File: src/rtl/mm_pkg.sv
// Shared types and default sizing for the 3x3 matrix-multiply sequencer slice.
package mm_pkg;

  localparam int unsigned MM_DATA_W = 4;
  localparam int unsigned MM_N      = 3;
  localparam int unsigned MM_ELEMS  = MM_N * MM_N;

  // Counter width that stays at least one bit for degenerate moduli.
  function automatic int unsigned cnt_width(input int unsigned modulus);
    return (modulus > 1) ? $clog2(modulus) : 1;
  endfunction

  localparam int unsigned MM_BEAT_W = cnt_width(MM_ELEMS);

  typedef enum logic [2:0] {
    S_IDLE,
    S_CLR,
    S_LOAD_W,
    S_LOAD_X,
    S_WAIT,
    S_UNLOAD,
    S_ACC,
    S_DONE
  } mm_seq_state_t;

endpackage

File: src/rtl/mm_sequencer_if.sv
// Element stream and bank/MAC control bundle; slave = sequencer side, master = host/bank side.
interface mm_sequencer_if
  import mm_pkg::*;
#(
  parameter int unsigned DATA_W = MM_DATA_W,
  parameter int unsigned N      = MM_N
);

  logic              in_valid;
  logic [DATA_W-1:0] in_data;
  logic              in_ready;
  logic [DATA_W-1:0] mem_data;
  logic              load_w;
  logic              load_x;
  logic              mem_clear;
  logic [N-1:0]      unload;
  logic              acc_clr;
  logic              acc_en;

  modport master (
    output in_valid, in_data,
    input  in_ready, mem_data, load_w, load_x, mem_clear, unload, acc_clr, acc_en
  );

  modport slave (
    input  in_valid, in_data,
    output in_ready, mem_data, load_w, load_x, mem_clear, unload, acc_clr, acc_en
  );

endinterface

File: src/rtl/mm_beat_counter.sv
// Modulo-MOD up counter with enable, synchronous clear and a terminal-count flag.
module mm_beat_counter
  import mm_pkg::*;
#(
  parameter int unsigned MOD = MM_ELEMS,
  parameter int unsigned W   = cnt_width(MOD)
) (
  input  logic         clk,
  input  logic         clear,
  input  logic         en,
  output logic [W-1:0] count,
  output logic         last
);

  assign last = (count == W'(MOD - 1));

  always_ff @(posedge clk) begin
    if (clear) begin
      count <= '0;
    end else if (en) begin
      count <= last ? '0 : count + W'(1);
    end
  end

endmodule

File: src/rtl/mm_sequencer.sv
// Job sequencer for the matrix-multiply datapath: loads W then X into the bank, then unloads N phases.
// Optional MM_SEQ_ABORT_EN adds an 'abort' input that returns any active job to IDLE.
module mm_sequencer
  import mm_pkg::*;
#(
  parameter int unsigned DATA_W = MM_DATA_W,
  parameter int unsigned N      = MM_N
) (
  input  logic         clk,
  input  logic         clear,
  input  logic         go,
`ifdef MM_SEQ_ABORT_EN
  input  logic         abort,
`endif
  mm_sequencer_if.slave bus,
  output logic         busy,
  output logic         done
);

  localparam int unsigned ELEMS  = N * N;
  localparam int unsigned BEAT_W = cnt_width(ELEMS);
  localparam int unsigned PH_W   = cnt_width(N);

  mm_seq_state_t     state, state_nxt;
  logic [BEAT_W-1:0] beat_cnt;
  logic              beat_last;
  logic [PH_W-1:0]   ph;
  logic              ph_last;
  logic              kill;
  logic              beat;
  logic              in_ready;
  logic              mem_clear;
  logic              acc_clr;
  logic              acc_en;
  logic [N-1:0]      unload;
  logic              load_w_q;
  logic              load_x_q;
  logic [DATA_W-1:0] mem_data_q;

`ifdef MM_SEQ_ABORT_EN
  assign kill = abort && (state != S_IDLE);
`else
  assign kill = 1'b0;
`endif

  assign beat = bus.in_valid && in_ready;

  mm_beat_counter #(.MOD(ELEMS), .W(BEAT_W)) u_beat (
    .clk   (clk),
    .clear (clear || (state == S_IDLE)),
    .en    (beat),
    .count (beat_cnt),
    .last  (beat_last)
  );

  mm_beat_counter #(.MOD(N), .W(PH_W)) u_phase (
    .clk   (clk),
    .clear (clear || (state == S_IDLE)),
    .en    (state == S_ACC),
    .count (ph),
    .last  (ph_last)
  );

  always_ff @(posedge clk) begin
    if (clear) begin
      state <= S_IDLE;
    end else begin
      state <= state_nxt;
    end
  end

  always_comb begin
    state_nxt = state;
    case (state)
      S_IDLE:   if (go) state_nxt = S_CLR;
      S_CLR:    state_nxt = S_LOAD_W;
      S_LOAD_W: if (beat && beat_last) state_nxt = S_LOAD_X;
      S_LOAD_X: if (beat && beat_last) state_nxt = S_WAIT;
      S_WAIT:   state_nxt = S_UNLOAD;
      S_UNLOAD: state_nxt = S_ACC;
      S_ACC:    state_nxt = ph_last ? S_DONE : S_UNLOAD;
      S_DONE:   state_nxt = S_IDLE;
      default:  state_nxt = S_IDLE;
    endcase
    if (kill) state_nxt = S_IDLE;
  end

  // An abort cycle suppresses every strobe so nothing leaks out while the job is torn down.
  always_comb begin
    in_ready  = 1'b0;
    mem_clear = 1'b0;
    acc_clr   = 1'b0;
    acc_en    = 1'b0;
    unload    = '0;
    done      = 1'b0;
    busy      = (state != S_IDLE);
    if (!kill) begin
      case (state)
        S_CLR: begin
          mem_clear = 1'b1;
          acc_clr   = 1'b1;
        end
        S_LOAD_W, S_LOAD_X: in_ready = 1'b1;
        S_UNLOAD: unload[ph] = 1'b1;
        S_ACC: begin
          unload[ph] = 1'b1;
          acc_en     = 1'b1;
        end
        S_DONE:  done = 1'b1;
        default: ;
      endcase
    end
  end

  always_ff @(posedge clk) begin
    if (clear) begin
      load_w_q   <= 1'b0;
      load_x_q   <= 1'b0;
      mem_data_q <= '0;
    end else begin
      load_w_q <= beat && (state == S_LOAD_W);
      load_x_q <= beat && (state == S_LOAD_X);
      if (beat) mem_data_q <= bus.in_data;
    end
  end

  assign bus.in_ready  = in_ready;
  assign bus.mem_data  = mem_data_q;
  assign bus.load_w    = load_w_q;
  assign bus.load_x    = load_x_q;
  assign bus.mem_clear = mem_clear;
  assign bus.unload    = unload;
  assign bus.acc_clr   = acc_clr;
  assign bus.acc_en    = acc_en;

  // The beat counter wraps on the final X beat, so it must read zero once loading is over.
  assert property (@(posedge clk) disable iff (clear)
    (state inside {S_WAIT, S_UNLOAD, S_ACC, S_DONE}) |-> (beat_cnt == '0));

endmodule

File: src/flat_wrapper.sv
// flat-port wrapper written by rule: the top's interface ports become plain ports
module mm_sequencer_flat import mm_pkg::*;
#(
  parameter int unsigned DATA_W = MM_DATA_W,
  parameter int unsigned N      = MM_N
)
  (clk, clear, go, busy, done, bus_in_valid, bus_in_data, bus_in_ready, bus_mem_data, bus_load_w, bus_load_x, bus_mem_clear, bus_unload, bus_acc_clr, bus_acc_en);
  mm_sequencer_if #(.DATA_W(DATA_W), .N(N)) bus_i ();
  input  logic clk;
  input  logic clear;
  input  logic go;
  output logic busy;
  output logic done;
  input wire logic [$bits(bus_i.in_valid)-1:0] bus_in_valid;
  input wire logic [$bits(bus_i.in_data)-1:0] bus_in_data;
  output wire logic [$bits(bus_i.in_ready)-1:0] bus_in_ready;
  output wire logic [$bits(bus_i.mem_data)-1:0] bus_mem_data;
  output wire logic [$bits(bus_i.load_w)-1:0] bus_load_w;
  output wire logic [$bits(bus_i.load_x)-1:0] bus_load_x;
  output wire logic [$bits(bus_i.mem_clear)-1:0] bus_mem_clear;
  output wire logic [$bits(bus_i.unload)-1:0] bus_unload;
  output wire logic [$bits(bus_i.acc_clr)-1:0] bus_acc_clr;
  output wire logic [$bits(bus_i.acc_en)-1:0] bus_acc_en;
  assign bus_i.in_valid = bus_in_valid;
  assign bus_i.in_data = bus_in_data;
  assign bus_in_ready = bus_i.in_ready;
  assign bus_mem_data = bus_i.mem_data;
  assign bus_load_w = bus_i.load_w;
  assign bus_load_x = bus_i.load_x;
  assign bus_mem_clear = bus_i.mem_clear;
  assign bus_unload = bus_i.unload;
  assign bus_acc_clr = bus_i.acc_clr;
  assign bus_acc_en = bus_i.acc_en;
  mm_sequencer #(.DATA_W(DATA_W), .N(N)) u_core (.clk(clk), .clear(clear), .go(go), .bus(bus_i), .busy(busy), .done(done));
endmodule
File: config.mk
export PLATFORM = sky130hd
export DESIGN_NAME = mm_sequencer_flat
export DESIGN_NICKNAME = d
export VERILOG_FILES = /design/src/rtl/mm_pkg.sv /design/src/rtl/mm_sequencer_if.sv /design/src/rtl/mm_beat_counter.sv /design/src/rtl/mm_sequencer.sv /design/src/flat_wrapper.sv
export SDC_FILE = /design/constraint.sdc
export NUM_CORES = 1
export LEC_CHECK = 0
export ABC_CLOCK_PERIOD_IN_PS = 2250
export CAP_MARGIN = 30
export CORE_MARGIN = 2
export CORE_UTILIZATION = 45
export DETAILED_ROUTE_END_ITERATION = 8
export GPL_ROUTABILITY_DRIVEN = 0
export PLACE_DENSITY = 0.76
export SETUP_SLACK_MARGIN = 0.1
export SLEW_MARGIN = 20
export SYNTH_ARGS = -nofsm -noshare
export SYNTH_HDL_FRONTEND = slang
export SYNTH_SLANG_ARGS = --single-unit
File: constraint.sdc
create_clock -name clk -period 2.25 [get_ports clk]
set_clock_uncertainty 0.05 [all_clocks]
set_input_delay 0.675 -clock clk [delete_from_list [all_inputs] [get_ports clk]]
set_output_delay 0.675 -clock clk [all_outputs]
set_load 0.02 [all_outputs]
==> impl_metrics.env, run 1 <==
export IMPL_result_of_the_run="complete, no violations"
export IMPL_holdBufCountCts=0
export IMPL_cts_htree_levels=1
export IMPL_final_period_utilization_pct=91.2
export IMPL_max_freq_ghz=0.487
export IMPL_portBuffers=22
export IMPL_crit_chain="nor2b_1, and3_1, clkdlybuf4s15_1"
export IMPL_cts_num_sinks=15
export IMPL_critical_path_startpoint_type="register"
export IMPL_power_density_cell_area_mw_per_mm2=872
export IMPL_clk_path_buf_depth=2
export IMPL_reg2reg_to="u_core.state[0]"
export IMPL_worst_path_largest_cell_delay_ps=390
export IMPL_simple_gate_fraction_of_synth_area_pct=31.3
export IMPL_count_of_state_elements_after_synthesis=15
export IMPL_floorplan_die_height_um=46.8
export IMPL_finalWorstPathRequiredPeriod_ps=2050
export IMPL_std_cell_rows=15
export IMPL_vias=704
export IMPL_clock_power_share_pct=16.3
export IMPL_synth_cells=91
export IMPL_endpoint="bus_unload[1]"
export IMPL_power_switching_share_pct=38.6
export IMPL_number_of_synthesized_flops_with_an_enable_pin=0
export IMPL_r2r_worst_path_cells=5
export IMPL_critical_path_fanout_max=5
export IMPL_groute_usage_overall_pct=17.2
export IMPL_later_pin_clock_latency_in_the_skew_report_ps=290
export IMPL_drt_first_pass_iters=3
export IMPL_finalHoldViolations=0
export IMPL_place_hpwl_mm=1.26
export IMPL_fillerInstances=158
export IMPL_tightest_slew_ps=345
export IMPL_dominantRegCellSynth="dfxtp_1"
export IMPL_power_sequential_fraction_pct=35.8
export IMPL_maxCapViolations=0
export IMPL_diodes=0
export IMPL_syn_area_per_cell_um2=9.05
export IMPL_post_synthesis_mux_area_share_pct=3.04
export IMPL_cp_startpoint="u_core.u_phase.count[0]"
export IMPL_synth_seq_area_share_pct=36.5
export IMPL_floorplan_io_pins=23
export IMPL_yosys_warnings=0
export IMPL_critical_path_slowest_cell="dfxtp_1"
export IMPL_die_width_um=46.8
export IMPL_path_clk_slew_ps=80
export IMPL_antenna_violating_nets_post_route=0
export IMPL_area_of_the_die_mm2=0.00219
export IMPL_wirelength_per_cell_um=11.5
export IMPL_cts_root_buffer="clkbuf_4"
export IMPL_synthToLayoutAreaGrowth_pct=31.6
export IMPL_fin_setup_tns_ps=0
export IMPL_timing_max_slew_rel_slack_pct=77.0
export IMPL_design_core_area_mm2=0.00173
export IMPL_tritoncts="done"
export IMPL_finalHoldWorstSlack_ps=406
export IMPL_synth_net_count=101
export IMPL_grt_max_degree=11
export IMPL_post_synth_fa_ha_maj_area_fraction_pct=3.04
export IMPL_post_route_drc_count=0
export IMPL_endpoint_type_of_the_worst_setup_path="primary output"
export IMPL_regToRegSetupSlack_ps=660
export IMPL_detail_route_vias_per_cell=4.96
export IMPL_holdCritPathClass="register to register"
export IMPL_worst_r2r_startpoint="u_core.u_beat.count[0]"
export IMPL_grt_overflow_total=0
export IMPL_grt_antenna_before_repair=0
export IMPL_drive_above_1_share_pct=22.2
export IMPL_largest_family_of_logic_cells_by_synthesized_area="simple AND/OR/NAND/NOR gates"
export IMPL_critical_path_class="register to primary output"
export IMPL_critPathRequiredTime_ps=1520
export IMPL_grt_pass1_vias=622
export IMPL_share_comb_of_total_power_pct=47.9
export IMPL_intPower_mw=0.580
export IMPL_synth_xor_xnor_area_share_pct=1.06
export IMPL_detailedRoute_firstIterationViolations=8
export IMPL_setup_repair_after_global_routing_missed_its_margin="no"
export IMPL_initial_core_util_pct=47.7
export IMPL_power_leakage_nw=0.477
export IMPL_net_switching_power_mw=0.365
export IMPL_grt_first_pass_wirelength_mm=2.68
export IMPL_netlist_area_um2=823
export IMPL_synthDistinctLibCells=35
export IMPL_async_flop_share_pct=0
export IMPL_cts_made_buffers=3
export IMPL_design_final_nets=128
export IMPL_arrival_ps=1330
export IMPL_max_vdd_ir_drop_mv=0.543
export IMPL_drv_slew=0
export IMPL_setup_viol=0
export IMPL_postRouteWirelength_mm=1.63
export IMPL_compound_gate_fraction_of_synth_area_pct=17.2
cells by family (layout without fill, tap and decap cells):
group	count (synthesis)	after routing
compound gates	18	18
simple gates	43	43
fa+ha+maj	2	2
flops	15	15
buf+inv	10	36
xor+xnor	1	1
mux	2	2
cell type report:
| class | count | area [µm²] | area share (%) |
|---|---|---|---|
| Timing Repair Buffer | 28 | 243 | 22.4 |
| Tap cell | 25 | 31.3 | 2.89 |
| Sequential cell | 15 | 304 | 28.1 |
| Inverter | 4 | 15.0 | 1.39 |
| Multi-Input combinational cell | 66 | 463 | 42.7 |
| Clock inverter | 1 | 5.00 | 0.462 |
| Clock buffer | 3 | 22.5 | 2.08 |
worst max-delay path: cells and delay by family (launching register included):
family	cells	cell delay, ps
and+or+nand+nor	2	360
DFF	1	390
buffers and inverters	1	300
routing by layer:
| layer | part of all wire, % | track usage, % | vias to the layer above |
|---|---|---|---|
| li1 | - | - | 367 |
| met1 | 48 | 22.9 | 316 |
| met2 | 45 | 26.3 | 17 |
| met3 | 5.0 | 3.85 | 4 |
| met4 | 1.7 | 8.33 | 0 |
| met5 | 0 | 0 | - |
registers in the layout (all words and copies together), names as in the netlist:
name,count
u_core.u_phase.count,2
u_core.state,3
u_core.bus.mem_data,4
u_core.bus.load_w,1
u_core.bus.load_x,1
u_core.u_beat.count,4
power by group through the flow:
stage | sequential (mW) | clock [mW] | combinational, mW
3_5_place_dp | 0.339 | 0 | 0.483
4_1_cts | 0.336 | 0.159 | 0.456
6_report | 0.338 | 0.154 | 0.452
2_1_floorplan | 0.334 | 0 | 0.332
3_3_place_gp | 0.336 | 0 | 0.476
5_1_grt | 0.344 | 0.167 | 0.492
through the flow:
| stage | area, µm² | total power, mW | setup slack (ps) | utilization, % | instances |
|---|---|---|---|---|---|
| after floorplan | 823 | 0.666 | 194 | - | 91 |
| after global placement | 1070 | 0.812 | 105 | 62.0 | 138 |
| after detailed placement | 1070 | 0.823 | 49.6 | 62.0 | 138 |
| after CTS | 1090 | 0.950 | 34.4 | 63.1 | 142 |
| after global routing | 1080 | 1.00 | 105 | 62.8 | 142 |
| final | 1080 | 0.945 | 198 | 62.8 | 142 |
worst min-delay path by stage:
stage                                 start                      end  slack [ps]  cells after the start
floorplan           u_core.u_phase.count[0]  u_core.u_phase.count[0]         410                      2
global placement     u_core.bus.mem_data[3]   u_core.bus.mem_data[3]         390                      2
detailed placement   u_core.bus.mem_data[2]   u_core.bus.mem_data[2]         400                      2
CTS                  u_core.bus.mem_data[2]   u_core.bus.mem_data[2]         410                      2
global route         u_core.bus.mem_data[3]   u_core.bus.mem_data[3]         430                      2
finish               u_core.bus.mem_data[2]   u_core.bus.mem_data[2]         410                      2
layout by cell type, fill, tap and decap left out, types with 2 or more instances in the layout:
cell type,instances
dlygate4sd2_1,3
nor2b_1,3
nor3_1,2
clkbuf_4,3
dfxtp_2,3
a21oi_1,11
dfxtp_1,12
ha_1,2
nor2_1,5
buf_2,2
inv_1,4
nand2_1,16
nand3b_4,2
buf_4,6
nand2b_1,2
and3_1,2
clkbuf_2,2
clkdlybuf4s50_1,13
or3_1,2
repair_timing:
item	in CTS	in global routing
gates cloned	0	0
setup buffers	0	0
setup endpoints to repair	9	5
hold endpoints to repair	0	0
gates resized for setup	20	9
Yosys cell counts, types with 2 or more instances:
library cell | n | area, µm²
a21oi_1 | 11 | 55.1
and3_1 | 2 | 12.5
buf_6 | 3 | 33.8
dfxtp_1 | 15 | 300
ha_1 | 2 | 25.0
inv_1 | 4 | 15.0
nand2_1 | 16 | 60.1
nand2b_1 | 2 | 12.5
nand3b_4 | 2 | 40.0
nor2_1 | 5 | 18.8
nor2b_1 | 3 | 18.8
nor3_1 | 2 | 10.0
or3_1 | 2 | 12.5
Note: power is estimated with default switching activity, not from simulation.
==> run 2: changes to the inputs <==
- CAP_MARGIN: 30 -> not set
- CORE_MARGIN: 2 -> not set
==> run 2 against run 1 <==
  * Final cell count increased by 0.70%
  * Register-to-register slack about the same
  * Die area decreased by 8.4%
  * Sequential share of layout area increased by 0.076 points
  * Global-route usage increased by 2.5 points
  * Cell area decreased by 1.5%
  * Critical path depth unchanged
  * Hold slack got worse by 4.0 ps
  * First-iteration DRC count increased by 25%
  * Flip-flop and latch count unchanged
  * Critical path type unchanged
  * Critical endpoint is now done
==> impl_metrics.env, run 2 (synthesis gave the netlist of run 1 again) <==
export IMPL_result_of_the_run="complete, no violations"
export IMPL_ff_latch_area_um2=300
export IMPL_r2r_worst_path_cells=5
export IMPL_cts_made_buffers=3
export IMPL_critPathRequiredTime_ps=1520
export IMPL_cts_num_sinks=15
export IMPL_drive_above_1_share_pct=21.2
export IMPL_groute_usage_overall_pct=19.6
export IMPL_regToRegSetupSlack_ps=670
export IMPL_tritoncts="done"
export IMPL_tightest_slew_ps=298
export IMPL_timing_max_slew_rel_slack_pct=80.1
export IMPL_diodes=0
export IMPL_placed_cells=139
export IMPL_floorplan_die_height_um=44.8
export IMPL_final_period_utilization_pct=92.2
export IMPL_grt_overflow_total=0
export IMPL_cts_htree_levels=1
export IMPL_max_freq_ghz=0.482
export IMPL_grt_antenna_before_repair=0
export IMPL_vias=717
export IMPL_finalHoldViolations=0
export IMPL_endpoint_type_of_the_worst_setup_path="primary output"
export IMPL_std_cell_rows=15
export IMPL_portBuffers=22
export IMPL_cp_startpoint="u_core.state[1]"
export IMPL_setup_viol=0
export IMPL_cts_root_buffer="clkbuf_4"
export IMPL_finalWorstPathRequiredPeriod_ps=2070
export IMPL_path_clk_slew_ps=90
export IMPL_maxCapViolations=0
export IMPL_reg2reg_to="u_core.state[0]"
export IMPL_place_hpwl_mm=1.30
export IMPL_fin_setup_tns_ps=0
export IMPL_grt_first_pass_wirelength_mm=2.79
export IMPL_power_leakage_nw=0.473
export IMPL_area_of_the_die_mm2=0.00200
export IMPL_drv_slew=0
export IMPL_holdBufCountCts=0
export IMPL_multi_input_comb_area_um2=458
export IMPL_post_route_drc_count=0
export IMPL_later_pin_clock_latency_in_the_skew_report_ps=290
export IMPL_floorplan_io_pins=23
export IMPL_detail_route_vias_per_cell=5.01
export IMPL_arrival_ps=1350
export IMPL_most_common_layout_cells="nand2_1 (16), dfxtp_1 (15), clkdlybuf4s50_1 (13), a21oi_1 (11), buf_4 (7)"
export IMPL_postRouteWirelength_mm=1.68
export IMPL_clk_path_buf_depth=2
export IMPL_setup_repair_after_global_routing_missed_its_margin="no"
export IMPL_design_final_nets=129
export IMPL_design_core_area_mm2=0.00173
export IMPL_detailedRoute_firstIterationViolations=10
export IMPL_critical_path_startpoint_type="register"
export IMPL_power_density_cell_area_mw_per_mm2=866
export IMPL_initial_core_util_pct=47.7
export IMPL_antenna_violating_nets_post_route=0
export IMPL_critical_path_fanout_max=10
export IMPL_critical_path_class="register to primary output"
export IMPL_layout_cells_most_common="nand2_1"
export IMPL_grt_pass1_vias=666
export IMPL_wirelength_per_cell_um=11.8
export IMPL_holdCritPathClass="register to register"
export IMPL_number_of_standard_cells_in_the_final_layout_excluding_fillers=143
export IMPL_worst_r2r_startpoint="u_core.u_beat.count[0]"
export IMPL_die_width_um=44.8
export IMPL_drt_first_pass_iters=4
export IMPL_max_vdd_ir_drop_mv=0.595
export IMPL_grt_max_degree=11
export IMPL_endpoint="done"
export IMPL_fillerInstances=174
export IMPL_synthToLayoutAreaGrowth_pct=29.6
## run 2: how the worst min path moves through the flow
| stage | end | start | depth (start not counted) |
|---|---|---|---|
| floorplan | u_core.u_phase.count[0] | u_core.u_phase.count[0] | 2 |
| global placement | u_core.bus.mem_data[1] | u_core.bus.mem_data[1] | 2 |
| detailed placement | u_core.bus.mem_data[3] | u_core.bus.mem_data[3] | 2 |
| CTS | u_core.bus.mem_data[3] | u_core.bus.mem_data[3] | 2 |
| global route | u_core.bus.mem_data[0] | u_core.bus.mem_data[0] | 2 |
| finish | u_core.bus.mem_data[0] | u_core.bus.mem_data[0] | 2 |
## run 2: metal layers
| layer | share of wire, % | vias up | track usage, % |
|---|---|---|---|
| met5 | 0 | - | 0 |
| met1 | 46 | 332 | 23.2 |
| met4 | 0.77 | 0 | 7.27 |
| li1 | - | 366 | - |
| met2 | 49 | 17 | 32.6 |
| met3 | 4.8 | 2 | 7.20 |
## run 2: per-stage QoR
step	power (mW)	setup WS, ps	instance area [µm²]	hold WS [ps]	util, %
floorplan	0.666	194	823	412	-
detailed placement	0.822	101	1080	392	62.4
CTS	0.951	95.6	1100	405	63.6
global route	0.980	109	1070	431	61.8
finish	0.924	177	1070	402	61.8
global placement	0.812	149	1080	390	62.4
## run 2: what timing repair did
action	in CTS	in global routing
gates cloned	0	0
endpoints found under the setup margin	9	7
pin swaps	0	0
setup buffers	0	0
resized for setup	12	15
hold endpoints to repair	0	0
## run 2: worst max-delay path, stage by stage (launching register included)
cell and delay (ps):
dfxtp_1 370, buf_4 190, and3_1 160, dlygate4sd2_1 340
## run 2: area by class of cell
class / instances / area share [%]
Multi-Input combinational cell: 66 / 42.9
Sequential cell: 15 / 28.1
Timing Repair Buffer: 29 / 22.0
Tap cell: 25 / 2.93
Clock buffer: 3 / 2.11
Inverter: 4 / 1.41
Clock inverter: 1 / 0.469
## run 2: power breakdown
group	switching, mW	internal, mW	total (mW)
clock network	0.0855	0.0661	0.152
logic	0.245	0.201	0.445
registers	0.0295	0.297	0.327
total	0.360	0.564	0.924
